File: src/rtl/npc_pkg.sv
// Shared fetch-stage types and constants: FSM state encoding, reset PC,
// AXI read-response codes and the canonical NOP instruction.
package npc_pkg;

  typedef enum logic [1:0] {
    S_AR,
    S_R,
    S_HOLD,
    S_WPC
  } ifu_state_t;

  localparam logic [31:0] RESET_PC        = 32'h8000_0000;
  localparam logic [1:0]  AXI_RESP_OKAY   = 2'b00;
  localparam logic [1:0]  AXI_RESP_SLVERR = 2'b10;
  localparam logic [1:0]  AXI_RESP_DECERR = 2'b11;
  localparam logic [31:0] NOP_INST        = 32'h0000_0013;

  function automatic logic resp_is_fault(input logic [1:0] resp);
    return resp != AXI_RESP_OKAY;
  endfunction

endpackage

File: src/rtl/ifu_perf_cnt.sv
// Fetch-stage performance counters: completed fetches and cycles spent waiting
// on memory. Both are free-running 64-bit counters that wrap.
module ifu_perf_cnt (
  input  logic        clk,
  input  logic        rst_n,
  input  logic        fetch_evt,
  input  logic        stall_evt,
  output logic [63:0] perf_fetch_cnt,
  output logic [63:0] perf_stall_cnt
);

  always_ff @(posedge clk or negedge rst_n) begin
    if (!rst_n) begin
      perf_fetch_cnt <= '0;
      perf_stall_cnt <= '0;
    end else begin
      if (fetch_evt) perf_fetch_cnt <= perf_fetch_cnt + 64'd1;
      if (stall_evt) perf_stall_cnt <= perf_stall_cnt + 64'd1;
    end
  end

endmodule

File: src/rtl/ifu_fetch.sv
// Non-pipelined instruction fetch: one AXI-lite read in flight, instruction held
// for decode, then waits for the next PC. Optional counters under IFU_PERF_CNT_EN.
module ifu_fetch
  import npc_pkg::*;
#(
  parameter int               WIDTH    = 32,
  parameter logic [WIDTH-1:0] RESET_PC = WIDTH'(npc_pkg::RESET_PC)
) (
  input  logic             clk,
  input  logic             rst_n,
  output logic [WIDTH-1:0] araddr,
  output logic             arvalid,
  input  logic             arready,
  input  logic [31:0]      rdata,
  input  logic [1:0]       rresp,
  input  logic             rvalid,
  output logic             rready,
  output logic [WIDTH-1:0] pc,
  output logic [31:0]      inst,
  output logic             inst_valid,
  input  logic             inst_ready,
  output logic             inst_fault,
  input  logic             pc_upd_valid,
  input  logic [WIDTH-1:0] pc_upd
`ifdef IFU_PERF_CNT_EN
  ,
  output logic [63:0]      perf_fetch_cnt,
  output logic [63:0]      perf_stall_cnt
`endif
);

  ifu_state_t       state;
  logic [WIDTH-1:0] pc_reg;
  logic [31:0]      inst_reg;
  logic             fault_reg;
  logic             arvalid_reg;
  logic             rready_reg;
  logic             inst_valid_reg;

  // Handshake flags are registered alongside the state so every output is a
  // flop; arvalid stays low for the first cycle out of reset.
  always_ff @(posedge clk or negedge rst_n) begin
    if (!rst_n) begin
      state          <= S_AR;
      pc_reg         <= RESET_PC;
      inst_reg       <= NOP_INST;
      fault_reg      <= 1'b0;
      arvalid_reg    <= 1'b0;
      rready_reg     <= 1'b0;
      inst_valid_reg <= 1'b0;
    end else begin
      case (state)
        S_AR: begin
          arvalid_reg <= 1'b1;
          if (arvalid_reg && arready) begin
            state       <= S_R;
            arvalid_reg <= 1'b0;
            rready_reg  <= 1'b1;
          end
        end
        S_R: begin
          if (rvalid && rready_reg) begin
            inst_reg       <= rdata;
            fault_reg      <= resp_is_fault(rresp);
            state          <= S_HOLD;
            rready_reg     <= 1'b0;
            inst_valid_reg <= 1'b1;
          end
        end
        S_HOLD: begin
          if (inst_ready) begin
            state          <= S_WPC;
            inst_valid_reg <= 1'b0;
          end
        end
        S_WPC: begin
          if (pc_upd_valid) begin
            pc_reg      <= {pc_upd[WIDTH-1:2], 2'b00};
            state       <= S_AR;
            arvalid_reg <= 1'b1;
          end
        end
        default: begin
          state          <= S_AR;
          arvalid_reg    <= 1'b0;
          rready_reg     <= 1'b0;
          inst_valid_reg <= 1'b0;
        end
      endcase
    end
  end

  assign araddr     = pc_reg;
  assign arvalid    = arvalid_reg;
  assign rready     = rready_reg;
  assign pc         = pc_reg;
  assign inst       = inst_reg;
  assign inst_valid = inst_valid_reg;
  assign inst_fault = fault_reg;

`ifdef IFU_PERF_CNT_EN
  ifu_perf_cnt u_perf_cnt (
    .clk            (clk),
    .rst_n          (rst_n),
    .fetch_evt      (rvalid && rready_reg),
    .stall_evt      ((state == S_AR) || (state == S_R)),
    .perf_fetch_cnt (perf_fetch_cnt),
    .perf_stall_cnt (perf_stall_cnt)
  );
`endif

endmodule

File: config.mk
export PLATFORM = sky130hd
export DESIGN_NAME = ifu_fetch
export DESIGN_NICKNAME = d
export VERILOG_FILES = /design/src/rtl/npc_pkg.sv /design/src/rtl/ifu_perf_cnt.sv /design/src/rtl/ifu_fetch.sv
export SDC_FILE = /design/constraint.sdc
export NUM_CORES = 1
export LEC_CHECK = 0
export CAP_MARGIN = 20
export CORE_MARGIN = 3
export CORE_UTILIZATION = 30
export DETAILED_ROUTE_END_ITERATION = 10
export PLACE_DENSITY = 0.68
export SLEW_MARGIN = 30
export SYNTH_ARGS = -nofsm -noshare
export SYNTH_HDL_FRONTEND = slang
export SYNTH_SLANG_ARGS = --single-unit
File: constraint.sdc
create_clock -name clk -period 5.1 [get_ports clk]
set_clock_uncertainty 0.05 [all_clocks]
set_input_delay 1.02 -clock clk [delete_from_list [all_inputs] [get_ports clk]]
set_output_delay 1.02 -clock clk [all_outputs]
set_load 0.03 [all_outputs]
==> metrics.txt <==
run status completed; die width 105 um; num ports 172; LEAKAGE 2.15 nW; min Tclk post-route 2.62 ns; Post-synth top cells 64 x dfrtp_1, 62 x mux2_2, 34 x buf_4; WL final 6840 um; unrepaired setup endpoints after global routing no; Avg Vias per Cell 4.21; GRT overflow 0; Core Region 9420 um^2; Syn Std Cell Area 2960 um^2; register bit total from synthesis 68; cells along the critical path clkdlybuf4s50_1; EDFF count, synth 0; CTS root buf clkbuf_8; final setup violation count 0; met1 usage 14.8%; H-tree levels 3; placer congestion estimate 0.710; main area contributors after synthesis dfrtp_1 54%, mux2_2 24%, buf_4 8.6%; Die Height 105 um; CTS Buf Count 9; antenna violations before repair 0; setup TNS 0 ns; Pre-Repair DR Iteration Count 2; Setup crit start kind flop; initial DRC count 35; WP data arrival 1.55 ns; Worst R2R End inst[6]$_DFFE_PN0P_; max reg flops 32; reg2reg start state[1]$_DFFE_PN0P_; Power Total 1.09 mW; nets 421; # DRC 0; vias in the first global route 2173; Synth top area share 54.1%; first-pass GRT wire length 11100 um; final slew viol count 0; post-route cell area 4710 um^2; Worst-Margin Slew 0.818 ns; HPWL after detailed placement 5170 um; Cell Pwr Density 231 nW/um^2; Post-CTS Setup Bufs 0; CP bufs+invs 1; worst skew pair latency 0.32 ns; Starting Density 31.4%; largest net degree at the start of global routing 38; DR WL/cell 14.3 um; CTS tree done; most frequent cell after synthesis dfrtp_1; dpl cells 462; Area growth syn-to-layout 59.1%; Die Area 11100 um^2; FP Rows 35; worst min-delay path category reg2reg; cell taking the most area after synthesis dfrtp_1; CP delay by family, top buffers and inverters; count of final hold-check violations 0; Layout Utilization 50.0%; total number of vias 2013; Mapped Cells 203; Final period util 51.3%; ys async rst share 100%; r2r worst-path depth 4; synthesis warning total 0; Max VDD drop 0.000123 V; WHS Endpoint inst_fault$_DFFE_PN0P_; port bufs 165; Reg2Reg Setup Slack 2.85 ns; CP max stage delay 0.67 ns; Yosys cell types 22; share of cells above drive strength 1 25.5%; WP data required 4.03 ns; ANT nets after route 0; final cell count without fillers 478; ant diodes 0; Crit Path Category reg2out; element type at the critical path end primary output; critical path's slowest cell clkdlybuf4s50_1; Fillers 842; hold slack 0.436 ns; max_cap viols 0; Most used DFF post-synth dfrtp_1; synthesized area per cell 14.6 um^2; GR Layer Usage met2 21.7%; register area 1710 um^2; met3 usage 4.41%; post_cts resized 0; worst-path fanout max 3; setup ws final 2.48 ns; area of the multi-input gates 945 um^2; Slew HR 45.4%; Hold Path Origin inst_fault$_DFFE_PN0P_; Max Freq 382 MHz; Hold Buf Count CTS 0; Clock transition at path regs 0.08 ns; clock sinks 68; clk buf depth 2; gr busiest metal met2; Hold Crit Depth 2; Cell Area, Placed 4490 um^2; Overall Global Routing Usage 12.5%; post-synthesis sequential area ratio 57.7%; pre-CTS WS 2.12 ns
-- area by class of cell --
class / instances / share of cell area [%]
tap: 129 / 3.43
clock inverter: 5 / 1.59
timing repair buffer: 167 / 35.3
inverter: 5 / 0.399
clock buffer: 11 / 3.00
sequential: 68 / 36.2
multi-input combinational: 93 / 20.1
-- routing by layer --
layer	up-vias	share of wire, %
met4	0	0.80
met1	989	39
met5	-	0
met3	6	7.6
li1	930	-
met2	88	52
-- worst max path at each step --
stage / cells after the start / from / to
after floorplan: 3 / arready / state[1]$_DFFE_PN0P_
after global placement: 4 / pc_upd_valid / araddr[11]$_DFFE_PN0P_
final: 1 / araddr[31]$_DFFE_PN1P_ / araddr[31]
after CTS: 1 / araddr[31]$_DFFE_PN1P_ / araddr[31]
after global routing: 1 / araddr[31]$_DFFE_PN1P_ / araddr[31]
after detailed placement: 3 / rvalid / inst[21]$_DFFE_PN0P_
-- placed cells by master, fill, tap and decap left out, types with 2 or more instances in the layout --
cell,count
clkdlybuf4s50_1,164
dfrtp_1,64
mux2_2,62
clkbuf_8,10
inv_1,5
ha_1,5
o21ai_0,4
conb_1,4
dfstp_2,4
nor2b_1,3
clkinv_2,3
nand2_2,2
nor2_1,2
nand2_1,2
mux2i_1,2
bufinv_16,2
buf_4,2
-- where the power goes --
group | switching (mW) | leakage, nW | internal (mW)
logic | 0.0217 | 1.10 | 0.0462
clock network | 0.196 | 0.113 | 0.287
registers | 0 | 0.931 | 0.539
-- kinds of logic after synthesis --
| logic type | Yosys count | share of synthesized area (%) |
|---|---|---|
| adder cells (fa/ha/maj) | 5 | 2.11 |
| AO/OA/AOI/OAI | 9 | 2.62 |
| AND/OR/NAND/NOR | 10 | 1.82 |
| flip-flops | 68 | 57.7 |
| other | 1 | 0.127 |
| buffers and inverters | 45 | 10.9 |
| multiplexers | 65 | 24.8 |
No activity file was read; power rests on OpenSTA's default activity.
